==> config.mk <==
export PLATFORM = sky130hd
export DESIGN_NAME = cpu_step_ctrl
export DESIGN_NICKNAME = d
export VERILOG_FILES = /design/src/rtl/cpu_step_ctrl_pkg.sv /design/src/rtl/cpu_step_ctrl_btn_debounce.sv /design/src/rtl/cpu_step_ctrl.sv
export SDC_FILE = /design/constraint.sdc
export NUM_CORES = 1
export LEC_CHECK = 0
export CORE_MARGIN = 1
export CORE_UTILIZATION = 62
export CTS_CLUSTER_DIAMETER = 80
export DETAILED_ROUTE_END_ITERATION = 10
export PLACE_DENSITY = 0.95
export SLEW_MARGIN = 15
export SYNTH_ARGS = -nofsm -noshare
export SYNTH_HDL_FRONTEND = slang
export SYNTH_SLANG_ARGS = --single-unit
==> constraint.sdc <==
create_clock -name clk -period 7.7 [get_ports clk]
set_clock_uncertainty 0.2 [all_clocks]
set_input_delay 2.31 -clock clk [delete_from_list [all_inputs] [get_ports clk]]
set_output_delay 2.31 -clock clk [all_outputs]
set_load 0.05 [all_outputs]
==> src/rtl/cpu_step_ctrl_pkg.sv <==
// Shared definitions for the CPU single-step / run / burst controller.
package cpu_step_ctrl_pkg;

   localparam int unsigned BurstW = 16;

   typedef enum logic [1:0] {
      StIdle  = 2'd0,
      StStep  = 2'd1,
      StRun   = 2'd2,
      StBurst = 2'd3
   } state_e;

endpackage

==> src/rtl/cpu_step_ctrl_btn_debounce.sv <==
// Button conditioning: 2-flop synchroniser, tick-sampled debouncer and a
// one-cycle pulse on the debounced rising edge.
module btn_debounce #(
   parameter int unsigned DEB_TICKS = 20
) (
   input  logic clk,
   input  logic rst,
   input  logic tick,
   input  logic btn,
   output logic press
);

   localparam int unsigned CntW = $clog2(DEB_TICKS + 1);

   logic            sync1;
   logic            sync2;
   logic            level;
   logic [CntW-1:0] cnt;

   always_ff @(posedge clk or posedge rst) begin
      if (rst) begin
         sync1 <= 1'b0;
         sync2 <= 1'b0;
         level <= 1'b0;
         cnt   <= '0;
         press <= 1'b0;
      end else begin
         sync1 <= btn;
         sync2 <= sync1;
         press <= 1'b0;
         if (tick) begin
            // Any sample agreeing with the accepted level restarts the count.
            if (sync2 == level) begin
               cnt <= '0;
            end else if (cnt == CntW'(DEB_TICKS - 1)) begin
               cnt   <= '0;
               level <= sync2;
               press <= sync2;
            end else begin
               cnt <= cnt + CntW'(1);
            end
         end
      end
   end

endmodule

==> src/rtl/cpu_step_ctrl.sv <==
// Debug clock-enable controller: single step, free run and N-step burst,
// driven by three debounced push buttons.
module cpu_step_ctrl
   import cpu_step_ctrl_pkg::*;
#(
   parameter int unsigned TICK_DIV  = 100000,
   parameter int unsigned DEB_TICKS = 20
) (
   input  logic              clk,
   input  logic              rst,
   input  logic              btn_step,
   input  logic              btn_run,
   input  logic              btn_burst,
   input  logic [BurstW-1:0] burst_n,
   input  logic              cpu_halted,
   output logic              cpu_ce,
   output logic [1:0]        state,
   output logic              step_done,
   output logic              tick_1k
);

   localparam int unsigned TickW = (TICK_DIV > 1) ? $clog2(TICK_DIV) : 1;

   logic [TickW-1:0]  tick_cnt;
   state_e            state_q;
   logic [BurstW-1:0] remain;
   logic              step_press;
   logic              run_press;
   logic              burst_press;

   always_ff @(posedge clk or posedge rst) begin
      if (rst) begin
         tick_cnt <= '0;
         tick_1k  <= 1'b0;
      end else if (tick_cnt == TickW'(TICK_DIV - 1)) begin
         tick_cnt <= '0;
         tick_1k  <= 1'b1;
      end else begin
         tick_cnt <= tick_cnt + TickW'(1);
         tick_1k  <= 1'b0;
      end
   end

   btn_debounce #(.DEB_TICKS(DEB_TICKS)) u_deb_step (
      .clk   (clk),
      .rst   (rst),
      .tick  (tick_1k),
      .btn   (btn_step),
      .press (step_press)
   );

   btn_debounce #(.DEB_TICKS(DEB_TICKS)) u_deb_run (
      .clk   (clk),
      .rst   (rst),
      .tick  (tick_1k),
      .btn   (btn_run),
      .press (run_press)
   );

   btn_debounce #(.DEB_TICKS(DEB_TICKS)) u_deb_burst (
      .clk   (clk),
      .rst   (rst),
      .tick  (tick_1k),
      .btn   (btn_burst),
      .press (burst_press)
   );

   // cpu_ce is registered alongside the state so it is high exactly in
   // STEP, RUN and BURST cycles.
   always_ff @(posedge clk or posedge rst) begin
      if (rst) begin
         state_q   <= StIdle;
         cpu_ce    <= 1'b0;
         step_done <= 1'b0;
         remain    <= '0;
      end else begin
         step_done <= 1'b0;
         case (state_q)
            StIdle: begin
               cpu_ce <= 1'b0;
               if (!cpu_halted) begin
                  if (run_press) begin
                     state_q <= StRun;
                     cpu_ce  <= 1'b1;
                  end else if (burst_press) begin
                     if (burst_n != '0) begin
                        state_q <= StBurst;
                        remain  <= burst_n;
                        cpu_ce  <= 1'b1;
                     end
                  end else if (step_press) begin
                     state_q <= StStep;
                     cpu_ce  <= 1'b1;
                  end
               end
            end
            StStep: begin
               state_q   <= StIdle;
               cpu_ce    <= 1'b0;
               step_done <= 1'b1;
            end
            StRun: begin
               if (run_press || cpu_halted) begin
                  state_q <= StIdle;
                  cpu_ce  <= 1'b0;
               end else begin
                  cpu_ce <= 1'b1;
               end
            end
            StBurst: begin
               if (cpu_halted) begin
                  state_q <= StIdle;
                  cpu_ce  <= 1'b0;
                  remain  <= '0;
               end else begin
                  remain <= remain - BurstW'(1);
                  if (remain == BurstW'(1)) begin
                     state_q   <= StIdle;
                     cpu_ce    <= 1'b0;
                     step_done <= 1'b1;
                  end else begin
                     cpu_ce <= 1'b1;
                  end
               end
            end
            default: begin
               state_q <= StIdle;
               cpu_ce  <= 1'b0;
            end
         endcase
      end
   end

   assign state = state_q;

endmodule

==> impl_results.md <==
* Syn_nets at about 350
* Hold Path Stages at 0
* Worst Hold Class: flop to flop
* Worst hold path startpoint: u_deb_run.sync1
* Final wirelength at 6950 um
* Switching Fraction at 0.212
* Reg2Reg Depth at 7
* Peak fanout along the critical path at 21
* # resized after CTS at 0
* WP data arrival at approximately 2.0 ns
* Max cap viols at 0
* Worst Hold Endpoint: u_deb_run.sync2
* RSZ-0062 raised after global routing: no
* CP delay by family, top: buffers and inverters
* Gate power share at 0.033
* Core ar. at 0.00488 mm2
* Post-detailed-placement half-perimeter wirelength at ~4600 um
* Tmin final at 4.48 ns
* Area Growth Syn to Fin at 16.3%
* CP Class: flop to output port
* Critical path launch point: tick_1k
* Ys flop type: dfrtp_1
* CTS tree: built
* Global route overflow at 0
* VDD IR-drop max at approximately 0.13 mV
* Layout cells sized above 1 at 0.0758
* Syn Std Cell Area at about 0.0032 mm2
* Clock share of power at 0.455
* Slew Limit Fails at 0
* Initial Utilization at 0.664
* Internal Power at roughly 530 uW
* Post-route ant nets at 0
* Vias in the first global route at 2543
* Slowest CP cell: clkdlybuf4s50_1
* Die area at around 0.0055 mm2
* Netlist cell types at 53
* Buf/Inv on CP at 1
* Clk slew on worst S/H paths at around 0.07 ns
* Status: complete, no violations
* Vias per cell at approximately 6.5
* Final Hold Viols at 0
* Slew margin rel. at 0.472
* Boundary Pins at 27
* Flops & latches, synth at 65
* CP cell instances: clkdlybuf4s50_1
* Worst flop-to-flop path endpoint: remain[14]
* Largest net degree at the start of global routing at between 60 and 70
* Synth Area per Inst at ~10 um2
* Die width at between 70 and 80 um
* Row count at 25
* EDFF count, synth at 0
* Asr flop ratio synth at 1.00
* Initial DRC Count at a little under 300
* Placer Congestion at a little over 0.9
* ANT cells at 0
* H-tree depth at 3
* Clk Latency, worst-skew pair at 0.34 ns
* Crit start category: flop
* Worst path required time at a little over 5 ns
* Reg2reg setup slack at 5.43 ns
* Capturing element type of the critical path: output port
* Final WS setup at 3.22 ns
* Post-route DRC violation count at 0
* Post-place setup slack at between 3 and 4 ns
* Cts bufs inserted at 9
* First-pass GRT wire length at 11400 um
* Chip height at between 70 and 80 um
* Number of clock sinks at 65
* Reg2reg start: remain[0]
* Reg area at between 0.0015 and 0.002 mm2
* Pwr Density at between 150 and 200 mW/mm2
* Area of the multi-input gates at 0.00153 mm2
* # Post-CTS Setup Buffers at 0
* Critical Path Max Stage Delay at a little over 0.9 ns
* Flop pwr share at 0.512
* Final core utilization at 0.772
* All-layer global routing usage at 0.277
* Drt wl/cell at 16.4 um
* FMAX at 223 MHz
* Synthesis warning total at 0
* Cts hold-fix bufs at 0
* Antenna violations before repair at 0
* Slew @ Worst Pin at between 0.7 and 0.8 ns
* Setup tns final at 0 ns
* Nets@finish at around 380
* Sw Pwr at 143 uW
* Port Buf Inserts at 26
* Drt pass-1 iters at 7
* Via count at ~2700
* Fillers at 320
* Crit share post-route at 0.582
* Syn Inst Count at ~320
* Pleak at around 0.0016 uW
* Final setup viols at 0
* Clock buffer depth at 2
* Root Buffer: clkbuf_8
* Seq/Total Area, Yosys at 0.502
-- logic make-up (layout without fill, tap and decap cells) --
family,count (synthesis),count (layout),share of synthesized area
buffers and inverters,18,53,0.0240
AOI/OAI and AO/OA,73,73,0.153
adders and majority gates,6,6,0.0232
xor gates and xnor gates,19,19,0.0514
DFF,65,65,0.502
muxes,9,9,0.0294
and+or+nand+nor,131,131,0.217
-- power groups by stage --
stage | Combinational (uW) | Clock (uW) | Sequential, uW
6_report | 22.0 | 306 | 344
5_1_grt | 23.8 | 325 | 344
4_1_cts | 22.2 | 312 | 344
3_5_place_dp | 21.9 | 0 | 350
3_3_place_gp | 21.7 | 0 | 350
2_1_floorplan | 6.76 | 0 | 350
-- state kept, by name (all words and copies together), names as in the netlist, 2 cells and up --
signal / count
remain: 16
state: 2
tick_cnt: 17
u_deb_burst.cnt: 5
u_deb_run.cnt: 5
u_deb_step.cnt: 5
-- Yosys cell counts (5+ instances only) --
cell      count  area share
nor3_1       14       0.022
o21ai_0      20       0.031
nor2_1       15       0.017
o22ai_1       6       0.012
dfrtp_1      65        0.50
clkbuf_1      7      0.0081
and3_1        5      0.0097
inv_1        10       0.012
nand2_1      33       0.038
ha_1          6       0.023
nor4_1        5      0.0097
nand2b_1     10       0.019
a21oi_1      13       0.020
xor2_1        7       0.019
nand4_1       5      0.0097
mux2i_1       5       0.015
xnor2_1      12       0.032
nand3_1      14       0.022
-- worst max path at each step --
stage	to	slack, ns	cells after the start
floorplan	cpu_ce	3.56	1
CTS	tick_1k	3.20	1
finish	tick_1k	3.22	1
global route	tick_1k	3.11	1
global placement	remain[14]	3.27	6
detailed placement	remain[6]	3.17	6
-- per-layer routing --
metal | vias to the layer above | track usage | share of wire
li1 | 1245 | - | -
met1 | 1328 | 0.355 | 0.42
met2 | 148 | 0.449 | 0.48
met3 | 24 | 0.0691 | 0.070
met4 | 0 | 0.119 | 0.024
met5 | - | 0 | 0
-- through the flow --
| step | power (uW) | instance area, um2 | std cells | hold slack [ns] |
|---|---|---|---|---|
| after detailed placement | 372 | 3550 | 407 | 0.140 |
| after CTS | 678 | 3760 | 423 | 0.156 |
| final | 672 | 3760 | 423 | 0.151 |
| after floorplan | 357 | 3240 | 321 | 0.131 |
| after global routing | 693 | 3760 | 423 | 0.166 |
| after global placement | 372 | 3550 | 407 | 0.132 |
-- cell usage in the layout (no fill, tap or decap), drive strengths merged, types with 6 or more instances in the layout --
master | Yosys | layout
clkbuf | 8 | 12
nand3 | 14 | 14
dfrtp | 65 | 65
nand2 | 33 | 33
a21oi | 13 | 13
and2 | 6 | 6
nor2 | 15 | 15
nand2b | 10 | 10
o21ai | 22 | 22
inv | 10 | 10
nor3 | 14 | 14
xnor2 | 12 | 12
o22ai | 6 | 6
clkdlybuf4s50 | 0 | 26
xor2 | 7 | 7
ha | 6 | 6
-- layout make-up --
type	instances	area share
Timing Repair Buffer	27	0.0711
Sequential cell	65	0.432
Clock inverter	4	0.0133
Inverter	10	0.00997
Tap cell	67	0.0223
Multi-Input combinational cell	238	0.407
Clock buffer	12	0.0439
-- worst reg2reg max path, cell delays in order (launching register included) --
cell and delay, ns:
dfrtp_1 0.44, inv_1 0.08, ha_1 0.19, nor3b_1 0.39, nand2_1 0.22, nor3_1 0.30, o22ai_1 0.14, a21o_1 0.21
No activity file was read; power rests on OpenSTA's default activity.
